<file path="config.mk">
export PLATFORM = sky130hd
export DESIGN_NAME = biu_mem_arbiter
export DESIGN_NICKNAME = d
export VERILOG_FILES = /design/src/rtl/biu_mem_arbiter.sv
export SDC_FILE = /design/constraint.sdc
export NUM_CORES = 1
export LEC_CHECK = 0
export ABC_AREA = 1
export CORE_ASPECT_RATIO = 0.5
export CORE_MARGIN = 1
export CORE_UTILIZATION = 33
export DETAILED_ROUTE_END_ITERATION = 8
export PLACE_DENSITY = 0.78
export SYNTH_ARGS = -nofsm -noshare
export SYNTH_HDL_FRONTEND = slang
export SYNTH_SLANG_ARGS = --single-unit
</file>
<file path="constraint.sdc">
create_clock -name clk -period 1.36 [get_ports clk]
set_input_delay 0.272 -clock clk [delete_from_list [all_inputs] [get_ports clk]]
set_output_delay 0.272 -clock clk [all_outputs]
set_load 0.01 [all_outputs]
</file>
<file path="src/rtl/biu_mem_arbiter.sv">
// Shares one BIU memory port between instruction fetch and data access.
// One transfer in flight; data has priority, bounded by a starvation streak.
package biu_pkg;
  typedef enum logic [2:0] {
    BYTE  = 3'd0,
    HWORD = 3'd1,
    WORD  = 3'd2,
    DWORD = 3'd3,
    QWORD = 3'd4
  } biu_size_t;
endpackage

module biu_mem_arbiter
  import biu_pkg::*;
#(
  parameter int XLEN       = 32,
  parameter int PLEN       = 32,
  parameter int STARVE_MAX = 4
) (
  input  logic            clk,
  input  logic            rstn,
  input  logic            i_req,
  input  logic [PLEN-1:0] i_adr,
  input  logic            i_flush,
  output logic            i_ack,
  output logic            i_err,
  output logic [XLEN-1:0] i_q,
  input  logic            d_req,
  input  logic [PLEN-1:0] d_adr,
  input  logic [XLEN-1:0] d_d,
  input  logic            d_we,
  input  biu_size_t       d_size,
  output logic            d_ack,
  output logic            d_err,
  output logic [XLEN-1:0] d_q,
  output logic            biu_req,
  output logic [PLEN-1:0] biu_adr,
  output logic [XLEN-1:0] biu_d,
  output logic            biu_we,
  output biu_size_t       biu_size,
  input  logic            biu_ack,
  input  logic            biu_err,
  input  logic [XLEN-1:0] biu_q
);
  localparam logic [3:0] SMAX = 4'(STARVE_MAX);

  typedef enum logic [1:0] {IDLE, BUSY_I, BUSY_D} state_t;

  typedef struct packed {
    logic [PLEN-1:0] adr;
    logic [XLEN-1:0] d;
    logic            we;
    biu_size_t       size;
  } xfer_t;

  state_t     state, nxt;
  xfer_t      xfer;
  logic [3:0] streak;
  logic       drop;
  logic       fetch_pend, grant_i, grant_d, done, kill;

  // a flushed fetch request is not a request at all
  assign fetch_pend = i_req & ~i_flush;
  assign done       = biu_ack | biu_err;
  assign kill       = drop | i_flush;

  always_comb begin
    nxt     = state;
    grant_i = 1'b0;
    grant_d = 1'b0;
    case (state)
      IDLE: begin
        if (d_req && (!fetch_pend || streak != SMAX)) begin
          grant_d = 1'b1;
          nxt     = BUSY_D;
        end else if (fetch_pend) begin
          grant_i = 1'b1;
          nxt     = BUSY_I;
        end
      end
      BUSY_I, BUSY_D: if (done) nxt = IDLE;
      default: nxt = IDLE;
    endcase
  end

  always_ff @(posedge clk or negedge rstn) begin
    if (!rstn) state <= IDLE;
    else       state <= nxt;
  end

  always_ff @(posedge clk or negedge rstn) begin
    if (!rstn) begin
      xfer <= '0;
    end else if (grant_d) begin
      xfer <= '{adr: d_adr, d: d_d, we: d_we, size: d_size};
    end else if (grant_i) begin
      xfer <= '{adr: i_adr, d: '0, we: 1'b0, size: WORD};
    end
  end

  always_ff @(posedge clk or negedge rstn) begin
    if (!rstn) begin
      streak <= 4'd0;
    end else if (grant_d) begin
      if (!fetch_pend)       streak <= 4'd0;
      else if (streak < SMAX) streak <= streak + 4'd1;
    end else if (grant_i) begin
      streak <= 4'd0;
    end
  end

  // drop survives until the flushed fetch drains out of BUSY_I
  always_ff @(posedge clk or negedge rstn) begin
    if (!rstn)                drop <= 1'b0;
    else if (state != BUSY_I) drop <= 1'b0;
    else if (done)            drop <= 1'b0;
    else if (i_flush)         drop <= 1'b1;
  end

  always_comb begin
    biu_req  = (state != IDLE);
    biu_adr  = xfer.adr;
    biu_d    = xfer.d;
    biu_we   = xfer.we;
    biu_size = xfer.size;
    d_ack    = (state == BUSY_D) & biu_ack & ~biu_err;
    d_err    = (state == BUSY_D) & biu_err;
    d_q      = biu_q;
    i_ack    = (state == BUSY_I) & biu_ack & ~biu_err & ~kill;
    i_err    = (state == BUSY_I) & biu_err & ~kill;
    i_q      = biu_q;
  end
endmodule

</file>
# --- Yosys cells after proc, flatten, opt, wreduce, memory -nomap -nowiden ---
# Cells that the tools add are included.
word_totals:
  regBits: 75
  inputBits: 139
  output_inout_bits: 137
  word_cells: 58
classes:
  addsub: 1
  n_lt_le_gt_ge: 1
  eq_ne: 7
  mux: 18
  bitwise_logic: 14
  n_reduce_logical: 10
op_table:
  columns: ["op", "n"]
  rows:
  - ["68-bit two-way mux", 2]
  - ["4-bit two-way mux", 4]
  - ["1-bit AND", 9]
  - ["1-bit two-way mux", 8]
  - ["2-bit two-way mux", 3]
  - ["4-bit by 1-bit adder with 4-bit output (second input constant)", 1]
  - ["4-bit by 3-bit < comparator with 1-bit output (second input constant)", 1]
  - ["4-bit by 3-bit inequality test with 1-bit output (second input constant)", 1]
  - ["2-bit one-hot mux with 2 select lines", 1]
  - ["2-bit AND reduction", 2]
  - ["2-bit nonzero test", 2]
  - ["3-bit by 2-bit inequality test with 1-bit output (second input constant)", 1]
  - ["3-bit inequality test (second input constant)", 1]
  - ["1-bit inverter", 3]
  - ["3-bit nonzero test", 1]
  - ["2-bit by 1-bit == test with 1-bit output (second input constant)", 1]
  - ["2-bit == test (second input constant)", 1]
  - ["2-bit logical NOT", 1]
  - ["2-bit by 1-bit inequality test with 1-bit output (second input constant)", 1]
  - ["2-bit inequality test (second input constant)", 1]
  - ["1-bit OR", 2]
  - ["2-bit OR reduction", 1]
  - ["1-bit logical AND", 1]
  - ["1-bit logical NOT", 1]
  - ["1-bit logical OR", 1]

# --- Logic depth before layout (Yosys ltp) ---
# Gate-level depths: netlist of run 1.
depth:
  ltp_word: 9
  mapped_depth: 10
  depth_no_buf: 9

# --- Worst setup path after synthesis of run 1 ---
# Ideal clock, no wire load.
synth_path:
  kind: "register to register"
  start: "register streak[0]"
  end: "register xfer, in the netlist biu_adr[12]"
  setup_time_ns: 0.117
  t_arrival_ns: 1.294
  required_ns: 1.243
  slack_ns: -0.052
  path_stages_with_launch: 10
  path_buffers: 1
  period_less_slack_ns: 1.412
  cell_sequence: "dfrtp_1 -> inv_1 -> ha_1 -> nand2_1 -> inv_2 -> nand3_4 -> clkbuf_1 -> nand3b_1 -> nand3_1 -> nand2_1"
synth_via:
  elab_chain_cells: 6
  word_cells_on_any_way: 9
  classes_between: "eq/ne (1); mux (5); reduce/logical (3)"
synth_lines:
  columns: ["item", "line", "text"]
  rows:
  - ["start, declared", "58", "logic [3:0] streak;"]
  - ["start signal, assigned", "106", "else if (streak < SMAX) streak <= streak + 4'd1;"]
  - ["4-bit by 3-bit inequality test with 1-bit output (*)", "73", "if (d_req && (!fetch_pend || streak != SMAX)) begin"]
  - ["1-bit logical OR (*)", "73", null]
  - ["1-bit logical AND (*)", "73", null]
  - ["1-bit two-way mux", "73", null]
  - ["1-bit two-way mux", "71", "case (state)"]
  - ["68-bit two-way mux or 2-bit nonzero test (tied branches)", null, null]
  - ["end signal, assigned", "95", "xfer <= '{adr: d_adr, d: d_d, we: d_we, size: d_size};"]
  - ["end signal, assigned", "97", "xfer <= '{adr: i_adr, d: '0, we: 1'b0, size: WORD};"]
  - ["end, declared", "57", "xfer_t xfer;"]
# Mark *: on every way between the ends. The rest lies on a longest branch, timed or not.
# A chain may end at the register's enable or synchronous reset.

# --- Worst setup path after layout of run 1 ---
layout_path:
  start: "input i_flush"
  end: "register xfer, in the netlist biu_d[29]"
layout_via:
  elab_chain_cells: 8
  word_cells_on_any_way: 12
  classes_between: "mux (6); bitwise (2); reduce/logical (4)"
layout_lines:
  columns: ["item", "line", "text"]
  rows:
  - ["start, declared", "24", "input logic i_flush,"]
  - ["1-bit inverter (*)", "63", "assign fetch_pend = i_req & ~i_flush;"]
  - ["1-bit AND (*)", "63", null]
  - ["1-bit logical NOT", null, null]
  - ["1-bit logical OR", "73", null]
  - ["1-bit logical AND", "73", null]
  - ["1-bit two-way mux", "73", null]
  - ["1-bit two-way mux", "71", null]
  - ["68-bit two-way mux or 2-bit nonzero test (tied branches)", null, null]
# Marks and branches as above.

==> impl_metrics.csv, run 1 <==
group,metric,value,unit
status,outcome,"complete, but fails checks",
status,violations,"setup timing",
synth,yosysWarnings,0,
synth,yosysUniqueCellTypes,24,
floorplan,dieArea,13000,um2
synth,synth-xor-area-share,0.211,%
worst_setup_path,r2r_end,"streak[1]",
timing,tns,-19320,ps
worst_setup_path,crit_path_cell_trace,"clkdlybuf4s50_1, buf_4, nor2_4, nand3_4, nand3_4, buf_12, buf_16, inv_8, nand2_2, nand2_1",
worst_setup_path,reg2reg_depth,9,
timing,setup_viol,80,
worst_setup_path,path_buf_inv,5,
power,power.total,14.0,mW
synth,synth_top_area_share,45.3,%
worst_setup_path,r2r-start,"state[1]",
timing,max_slew_margin,71.0,%
floorplan,row_count,28,
cts,root_buffer,"clkbuf_16",
synth,synth_seq_cells,75,
synth,yosys-mux-area-fraction,0,%
finish,area_growth,73.4,%
finish,fillers,825,
timing,hold_violations,0,
placed_design,io_buffers,179,
timing,fmax,592,MHz
synth,yosys-top-cells-area,"dfrtp_1, nand2_1, buf_4, nand3b_1, nand3_1",
worst_setup_path,timing_worst_setup_path_type,"in2reg",
worst_setup_path,arrival,1900,ps
timing,period_share,124,%
job,cap_violations,0,
routing,ant_nets,0,
synth,synth_area,4140,um2
cts,clock_sinks,75,
floorplan,design.core.area,12000,um2
power,power_density,1950,nW/um2
power,total_leakage_power,3.71,nW
worst_setup_path,critPathMaxFanout,6,
finish,nets,816,
floorplan,initial_core_util,34.5,%
worst_setup_path,cpPeakStageDelay,480,ps
global_routing,grt_pass1_wl,22900,um
global_routing,grt_pass1_vias,4363,
cts,clk_pin_slew,60,ps
synth,synth.avg_cell_area,7.95,um2
global_routing,antenna_found_initial,1,
hold_path,hp-class,"in2async",
power,ir_drop,0.000925,V
worst_setup_path,critPathCaptureType,"register",
floorplan,die_height,81.2,um
worst_setup_path,r2r_slack,-320,ps
routing,drcViolationCount,0,
synth,synth_top_family_by_area,"simple AND/OR/NAND/NOR gates",
floorplan,die_w,160,um
timing,min_period,1690,ps
timing,worstMarginPinSlew,434,ps
timing,final.setup_skew,10.7,ps
finish,antennaDiodeCount,0,
routing,drt_wl_total,18400,um
cts,clock_latency,350,ps
floorplan,ios,276,
worst_setup_path,crit_slowest_cell,"clkdlybuf4s50_1",
routing,via_count,4420,
routing,drt-initial-drc-count,351,
placed_design,gp_congestion,0.799,
cts,numCtsBuffers,9,
cts,clk_path_buf_depth,2,
synth,synth-simple-area-share,32.4,%
cts,htreeDepth,3,
finish,final_cell_mix,"nand2_1, clkdlybuf4s50_1, dfrtp_1, dlygate4sd2_1, nand2_4",
routing,viasPerCell,5.25,
worst_setup_path,worstPathRequired,1570,ps
timing,rsz0062_at_grt,"true",
finish,drive_above_1_share,31.3,%
synth,synth-seq-area-share,45.3,%
placed_design,dpl.hpwl,8650,um
worst_setup_path,start_kind,"input pin",
synth,synth_compound_area_share,0.634,%
synth,synth-adder-area-share,1.51,%
synth,synth_top_cell_by_area,"dfrtp_1",
worst_setup_path,crit_family,"buffers and inverters",
global_routing,grt_usage,23.4,%
routing,wl_per_cell,21.9,um
global_routing,grt-ovfl-total,0,
synth,syn_nets,665,
cts,cts_tree,"yes",
timing,maxSlewViolCount,0,
synth,netlist_instances,521,
routing,drt_first_pass_iters,5,
timing,setup_ws,-330,ps
worst_setup_path,worst_path_most_repeated_cell,"nand3_4",
finish,mostFrequentLayoutCell,"nand2_1",
global_routing,grt_start_max_net_pins,39,
worst max-delay path by stage:
stage                   from          end  slack (ps)  cells after the start
finish               i_flush    biu_d[29]        -330                     10
global route        state[1]    streak[1]        -400                      9
detailed placement   i_flush        i_ack        -610                      5
global placement     i_flush        i_ack        -610                      5
CTS                 state[0]        d_ack        -190                      5
floorplan           state[0]  biu_adr[10]           4                      7
stage by stage:
step                      cells  cell area [um2]  util, %  hold WS, ps  setup slack, ps
after global placement      798             5720     47.6          128             -615
after floorplan             521             4140        -        -23.6             3.67
after detailed placement    798             5720     47.6          127             -607
after CTS                   838             6700     55.8          324             -192
final                       842             7180     59.7          341             -330
after global routing        842             7180     59.7          343             -402
layer usage:
layer / wire (um) / GRT usage (%)
met2: 9120 / 41.6
met1: 6340 / 24.5
met5: 9 / 0
met3: 1550 / 5.72
met4: 1410 / 18.6
flip-flops by register name (all words and copies together) (netlist names):
signal and count:
biu_adr 32, biu_d 32, biu_size 3, biu_we 1
drop 1, state 2, streak 4
layout make-up:
class,count,area (um2),area share (%)
clock buffer,14,264,3.68
clock inverter,2,10.0,0.139
inverter,47,221,3.08
multi-input combinational,313,2180,30.3
sequential,75,1880,26.2
tap,165,206,2.88
timing repair buffer,217,2300,32.0
timing repair inverter,9,125,1.74
cells by family after synthesis:
kind of cell    count (synthesis)
flops                          75
simple gates                  302
xor+xnor                        1
compound gates                  4
buf+inv                       134
fa+ha+maj                       5
Yosys cell counts, drive strengths merged:
cell,instances
nand3b,32
o21ai,2
o21bai,1
nand2,221
ha,5
nor3,1
nand3,36
dfrtp,75
o22a,1
xor2,1
inv,47
and2,1
clkbuf,3
nand4,4
buf,84
nor2,7
where the power goes:
group | total, mW | internal, mW | switching, mW
sequential | 3.85 | 3.22 | 0.626
clock | 2.27 | 1.33 | 0.942
combinational | 7.90 | 3.51 | 4.39
total | 14.0 | 8.06 | 5.96
what timing repair did:
item | in CTS | in global routing
cloned | 16 | 4
pin swaps | 22 | 33
gates resized for setup | 217 | 102
hold endpoints to repair | 9 | 0
setup buffers | 8 | 0
hold buffers | 1 | 0
endpoints found under the setup margin | 147 | 79
Note: power is estimated with default switching activity, not from simulation.
==> run 2: changes to the inputs <==
--- a/config.mk
+++ b/config.mk
@@ -6,6 +6,7 @@
 export NUM_CORES = 1
 export LEC_CHECK = 0
 export ABC_AREA = 1
+export ABC_CLOCK_PERIOD_IN_PS = 1360
 export CORE_ASPECT_RATIO = 0.5
 export CORE_MARGIN = 1
 export CORE_UTILIZATION = 33
==> constraint.sdc (replaced) <==
create_clock -name clk -period 1.36 [get_ports clk]
set_input_delay 0.272 -clock clk [delete_from_list [all_inputs] [get_ports clk]]
set_output_delay 0.272 -clock clk [all_outputs]
set_load 0.1 [all_outputs]
==> run 2 against run 1 <==
Effect of this change: the run still ends with setup timing left; final cell count is 0.48% higher; critical path type is now in2out; global-route usage decreased by 1.3 points; combinational power up 99%; count of clock-buffer cells in the layout shrank 4; maximum frequency grew 0.56%; die area did not move.
==> impl_metrics.csv, run 2 (same netlist as run 1, synthesis figures left out) <==
group,metric,value,unit
routing,viasPerCell,4.71,
finish,mostFrequentLayoutCell,"nand2_1",
worst_setup_path,arrival,1410,ps
routing,drt_wl_total,14600,um
cts,clk_path_buf_depth,2,
worst_setup_path,start_kind,"input pin",
cts,htreeDepth,3,
worst_setup_path,r2r-start,"state[1]",
placed_design,gp_congestion,0.802,
global_routing,grt_start_max_net_pins,76,
floorplan,dieArea,13000,um2
power,total_leakage_power,3.61,nW
timing,fmax,595,MHz
floorplan,ios,276,
routing,wl_per_cell,17.2,um
global_routing,grt_pass1_vias,4196,
floorplan,die_w,160,um
power,p_comb_share,69.4,%
worst_setup_path,worstPathRequired,1090,ps
placed_design,pre_cts_ws,-384,ps
power,p_sw_share,53.1,%
cts,clock_sinks,75,
status,violations,"setup timing",
finish,drive_above_1_share,25.3,%
cts,clock_latency,340,ps
power,ir_drop,0.00143,V
global_routing,grt_usage,22.1,%
floorplan,die_height,81.2,um
routing,drcViolationCount,0,
hold_path,hp-class,"in2reg",
power,clockPowerShare,11.5,%
power,switchingPower,12.0,mW
status,outcome,"complete, but fails checks",
global_routing,grt-ovfl-total,0,
finish,nets,821,
placed_design,dpl.hpwl,9670,um
power,power_density,3100,nW/um2
worst_setup_path,cp-startpoint,"i_flush",
timing,max_slew_margin,69.3,%
power,p_seq_share,19.2,%
placed_design,io_buffers,179,
routing,via_count,3985,
finish,area_growth,76.4,%
hold_path,min_from,"d_d[10]",
routing,ant_nets,0,
cts,clk_pin_slew,60,ps
routing,drt-initial-drc-count,255,
worst_setup_path,timing_worst_setup_path_type,"in2out",
routing,drt_first_pass_iters,4,
finish,antennaDiodeCount,0,
job,cap_violations,0,
cts,numCtsBuffers,9,
floorplan,design.core.area,12000,um2
timing,rsz0062_at_grt,"true",
power,p_int,10.6,mW
cts,cts_tree,"yes",
worst_setup_path,critPathMaxFanout,3,
timing,min_period,1680,ps
floorplan,initial_core_util,34.5,%
finish,final_cell_mix,"nand2_1, clkdlybuf4s50_1, buf_12, dfrtp_1, inv_1",
global_routing,grt_pass1_wl,22000,um
floorplan,row_count,28,
timing,period_share,124,%
global_routing,antenna_found_initial,0,
timing,hold_violations,0,
timing,worstMarginPinSlew,460,ps
timing,maxSlewViolCount,0,
timing,tns,-18210,ps
cts,root_buffer,"clkbuf_16",
worst_setup_path,critPathCaptureType,"primary output",
timing,setup_viol,79,
timing,setup_ws,-320,ps
timing,final.setup_skew,6.50,ps
==> run 2: cell types whose count changed in the layout (fill, tap and decap cells not counted), sizes merged <==
| cell | change |
|---|---|
| clkdlybuf4s50 | -1 |
| nand3 | +1 |
| buf | +82 |
| inv | -10 |
| bufinv | +2 |
| bufbuf | +2 |
| clkinvlp | +3 |
| clkbuf | -6 |
| clkinv | -1 |
| dlygate4sd2 | -67 |
| nand2 | -1 |
==> run 2: path summary, 6_finish.rpt <==
| check | endpoint | slack, ps | cells past startpoint |
|---|---|---|---|
| worst min-delay path | biu_d[10] | 470 | 3 |
| min in group asynchronous | biu_adr[25] | 490 | 3 |
| worst min register to register | streak[3] | 520 | 1 |
| worst max-delay path | i_ack | -320 | 5 |
| max in group asynchronous | biu_size[0] | 510 | 3 |
| worst max register to register | biu_d[4] | -310 | 9 |
==> run 2: power by group through the flow <==
stage | combinational (mW) | sequential (mW) | clock (mW)
6_report | 15.7 | 4.34 | 2.60
5_1_grt | 16.2 | 4.44 | 2.72
4_1_cts | 15.6 | 4.32 | 2.61
3_5_place_dp | 14.8 | 4.32 | 0
3_3_place_gp | 14.6 | 4.26 | 0
2_1_floorplan | 3.18 | 10.6 | 0
==> run 2: cell type report <==
cell class	count	area [um2]
well taps	165	206
multi-input cells	313	1580
clock inverters	5	77.6
inverters	47	196
repair buffers	231	3130
flip-flops and latches	75	1880
clock buffers	10	239
fillers	868	4710
==> run 2: through the flow <==
| step | power [mW] | cells | util, % | hold WS (ps) | cell area [um2] |
|---|---|---|---|---|---|
| final | 22.6 | 846 | 60.8 | 467 | 7310 |
| after global routing | 23.3 | 846 | 60.8 | 468 | 7310 |
| after CTS | 22.5 | 843 | 60.5 | 456 | 7270 |
| after detailed placement | 19.1 | 814 | 55.0 | 332 | 6610 |
| after global placement | 18.9 | 814 | 55.0 | 331 | 6610 |
| after floorplan | 13.8 | 521 | - | -23.6 | 4180 |
==> run 2: critical path, cell delays in order <==
cell and delay, ps:
clkdlybuf4s50_1 480, nor2_2 160, inv_2 80, nor3_4 200, buf_12 200
==> run 2: per-layer routing <==
| metal | track usage, % | vias up | wire (um) | part of all wire [%] |
|---|---|---|---|---|
| met5 | 0 | - | 0 | 0 |
| met4 | 14.2 | 0 | 745 | 5.1 |
| met3 | 5.57 | 68 | 896 | 6.2 |
| met2 | 40.7 | 184 | 7630 | 52 |
| met1 | 23.3 | 1884 | 5290 | 36 |
| li1 | - | 1849 | - | - |
==> run 2: timing repair <==
item                       in CTS  in global routing
setup endpoints to repair      79                 79
pin swaps                       8                  2
buffers inserted                9                  3
hold buffers                    1                  0
gates cloned                    4                  0
gates resized for setup        46                  1
hold endpoints to repair       75                  0
